### src/rtl/full_adder.sv
// Registered one-bit full adder with optional bit-serial carry chaining.
// When SERIAL_EN=1 the carry-out of each accepted bit is stored and becomes
// the carry-in of the next accepted bit, unless start marks a new operand.
// When SERIAL_EN=0 the external c_in is always the carry-in.
//
// Handshake: in_valid qualifies a_in/b_in/c_in/start for one cycle. There is
// no ready; every valid input is accepted. out_valid is high for exactly
// the one cycle after an accepted input, and sum/carry hold their values
// while no input is accepted.
module full_adder #(
    parameter bit SERIAL_EN = 1'b1
) (
    input  logic clk,
    input  logic rst,
    input  logic in_valid,
    input  logic start,
    input  logic a_in,
    input  logic b_in,
    input  logic c_in,
    output logic sum,
    output logic carry,
    output logic out_valid
);

    // Carry chained between serial bits; survives idle gaps.
    logic       carry_state;
    logic       cin_eff;
    logic [1:0] total;

    // Select carry-in and form the two-bit sum of the three input bits.
    always_comb begin
        cin_eff = c_in;
        if (SERIAL_EN && !start) begin
            cin_eff = carry_state;
        end
        total = {1'b0, a_in} + {1'b0, b_in} + {1'b0, cin_eff};
    end

    // Register outputs and carry state; reset wins over a valid input.
    always_ff @(posedge clk) begin
        if (rst) begin
            sum         <= 1'b0;
            carry       <= 1'b0;
            out_valid   <= 1'b0;
            carry_state <= 1'b0;
        end else if (in_valid) begin
            sum         <= total[0];
            carry       <= total[1];
            out_valid   <= 1'b1;
            carry_state <= total[1];
        end else begin
            out_valid   <= 1'b0;
        end
    end

endmodule

### config.mk
export PLATFORM = sky130hd
export DESIGN_NAME = full_adder
export DESIGN_NICKNAME = d
export VERILOG_FILES = /design/src/rtl/full_adder.sv
export SDC_FILE = /design/constraint.sdc
export NUM_CORES = 1
export LEC_CHECK = 0
export ABC_AREA = 1
export CORE_AREA = 2 2 39 41
export CTS_BUF_LIST = sky130_fd_sc_hd__clkbuf_4 sky130_fd_sc_hd__clkbuf_8 sky130_fd_sc_hd__clkbuf_16
export CTS_CLUSTER_DIAMETER = 80
export CTS_CLUSTER_SIZE = 30
export DETAILED_ROUTE_END_ITERATION = 16
export DIE_AREA = 0 0 41 43
export PLACE_DENSITY = 0.41
export REMOVE_ABC_BUFFERS = 1
export SLEW_MARGIN = 20
export SYNTH_ARGS = -nofsm -noshare
export SYNTH_HDL_FRONTEND = slang
export SYNTH_SLANG_ARGS = --single-unit
### constraint.sdc
create_clock -name clk -period 1.85 [get_ports clk]
set_input_delay 0.555 -clock clk [delete_from_list [all_inputs] [get_ports clk]]
set_output_delay 0.555 -clock clk [all_outputs]
set_load 0.01 [all_outputs]
==> impl_metrics.env <==
export IMPL_cts_made_buffers=3
export IMPL_hold_viol_final=0
export IMPL_cts_tree="done"
export IMPL_rsz0062_at_grt="no"
export IMPL_synth_seq_area_share_pct=42.5
export IMPL_port_buffers=9
export IMPL_synthTopCellsByArea="dfxtp_1 42%, fa_1 14%, inv_1 13%"
export IMPL_drtIter0Drc=2
export IMPL_clock_skew_ns=0.00160
export IMPL_pre_cts_ws_ns=-0.100
export IMPL_first_global_vias=121
export IMPL_layout_drive_gt1_share_pct=12.1
export IMPL_dp_cells=45
export IMPL_synth_xor_area_share_pct=0
export IMPL_power_total_mw=0.245
export IMPL_synthMuxAreaShare_pct=0
export IMPL_hold_class="flop to flop"
export IMPL_crit_type="flop to output pin"
export IMPL_fin_cells=49
export IMPL_cp_cell_sequence="clkdlybuf4s50_1"
export IMPL_remaining_drc_errors=0
export IMPL_ios=10
export IMPL_comb_power_share_pct=17.2
export IMPL_path_buf_inv=1
export IMPL_grt_pass1_wl_um=517
export IMPL_fin_util_pct=20.3
export IMPL_clock_path_buffers=2
export IMPL_antenna_found_initial=0
export IMPL_p_sw_share_pct=21.8
export IMPL_max_stage_delay_ns=0.55
export IMPL_cellLeakagePower_nw=0.133
export IMPL_p_sw_mw=0.0534
export IMPL_fin_setup_tns_ns=0
export IMPL_fin_ws_ns=0.165
export IMPL_synth_top_family_by_area="simple AND/OR/NAND/NOR gates"
export IMPL_internal_power_mw=0.191
export IMPL_clock_tree_htree_level_count=1
export IMPL_crit_slowest_cell="clkdlybuf4s50_1"
export IMPL_required_ns=1.29
export IMPL_finalWeightedCongestion=0.650
export IMPL_synth_top_area_cell="dfxtp_1"
export IMPL_end_kind="output pin"
export IMPL_dieHeight_um=43
export IMPL_postSynthAreaPerCell_um2=7.07
export IMPL_setup_violations_final=0
export IMPL_ys_seq_elements=3
export IMPL_clockRootBuffer="clkbuf_4"
export IMPL_syn_inst=20
export IMPL_num_nets_final=42
export IMPL_via_count=139
export IMPL_pwr_share_seq_pct=29.6
export IMPL_diodes=0
export IMPL_max_cap_violations=0
export IMPL_timing_slew_headroom_pct=88.5
export IMPL_wl_per_cell_um=6.59
export IMPL_timing_final_crit_share_pct=91.1
export IMPL_status="finished, final reports clean"
export IMPL_routed_wl_um=323
export IMPL_area_delta_synth_final_pct=99.1
export IMPL_synth_warnings=0
export IMPL_arrival_ns=1.13
export IMPL_post_synth_num_cell_types=6
export IMPL_yosys_area_share_adder_pct=14.2
export IMPL_drtPass1Iterations=2
export IMPL_post_cts_buffers=0
export IMPL_core_area_um2=1380
export IMPL_fmaxAchievable_mhz=594
export IMPL_finalMaxSlewViolations=0
export IMPL_die_width_um=41
export IMPL_synth_compound_area_share_pct=3.54
export IMPL_vdd_drop_max_mv=0.400
export IMPL_netlist_area_leader_share_pct=42.5
export IMPL_crit_path_start_kind="flop"
export IMPL_row_count=14
export IMPL_grt_max_degree=6
export IMPL_placed_cell_area_um2=251
export IMPL_grt_overflow=0
export IMPL_syn_cell_area_um2=141
export IMPL_clock_sinks=3
export IMPL_worstSkewPairLatency_ns=0.23
export IMPL_synthSimpleGateAreaFrac_pct=26.5
export IMPL_die_area_um2=1760
export IMPL_initial_core_util_pct=10.2
export IMPL_grt_total_usage_pct=5.33
export IMPL_antenna_left=0
export IMPL_clkPwrFrac_pct=53.2
export IMPL_crit_fanout=3
export IMPL_path_clk_slew_ns=0.04
export IMPL_finalHoldWorstSlack_ns=0.475
export IMPL_path_delay_family="buffers and inverters"
export IMPL_fin_crit_ns=1.68
export IMPL_tightest_slew_ns=0.172
export IMPL_p_per_area_nw_per_um2=869
export IMPL_routed_via_density=2.84
export IMPL_final_cell_area_um2=282
==> sequential cells by signal, indices dropped and copies added, names as in the netlist <==
name         flops
out_valid        1
sum              1
carry_state      1
==> placed cells by master, fill, tap and decap left out <==
| cell | Yosys | layout |
|---|---|---|
| fa_1 | 1 | 1 |
| nand2_1 | 5 | 5 |
| inv_1 | 5 | 5 |
| clkdlybuf4s50_1 | 0 | 9 |
| nor2_1 | 5 | 5 |
| o21ai_1 | 0 | 1 |
| clkbuf_4 | 0 | 4 |
| dfxtp_1 | 3 | 3 |
==> per-layer routing <==
layer | vias to the layer above | GRT usage, % | part of all wire (%)
met5 | - | 0 | 0
li1 | 81 | - | -
met1 | 50 | 5.16 | 48
met3 | 0 | 9.42 | 18
met4 | 0 | 2.00 | 0
met2 | 8 | 5.00 | 34
==> power by group through the flow <==
stage | logic [mW] | clock network (mW) | registers, mW
global placement | 0.0424 | 0 | 0.0736
floorplan | 0.0134 | 0 | 0.0756
finish | 0.0421 | 0.130 | 0.0724
detailed placement | 0.0424 | 0 | 0.0735
CTS | 0.0427 | 0.136 | 0.0726
global route | 0.0488 | 0.147 | 0.0728
==> Yosys cell counts <==
library cell and count:
dfxtp_1 3, fa_1 1, inv_1 5, nand2_1 5, nor2_1 5, o21ai_0 1
==> final timing paths <==
kind / start / end / slack (ns) / cells past startpoint
worst max-delay path: carry_state / carry / 0.17 / 1
worst max register to register: carry_state / sum / 0.58 / 7
worst min register to register: sum / sum / 0.48 / 2
worst min-delay path: sum / sum / 0.48 / 2
==> cell type report <==
cell class / instances / area [µm²]
clock buffers: 4 / 30.0
fillers: 172 / 1100
inverters: 5 / 18.8
multi-input cells: 12 / 62.6
flip-flops and latches: 3 / 60.1
well taps: 16 / 20.0
repair buffers: 9 / 90.1
==> what timing repair did <==
action / 4_1_cts / 5_1_grt
hold buffers: 0 / 0
setup endpoints to repair: 0 / 1
gates resized for setup: 0 / 1
==> logic make-up after synthesis <==
kind of cell / Yosys count
AND/OR/NAND/NOR: 10
flip-flops: 3
buffers and inverters: 5
AO/OA/AOI/OAI: 1
adder cells (fa/ha/maj): 1
Power figures use the tool's default switching activity.
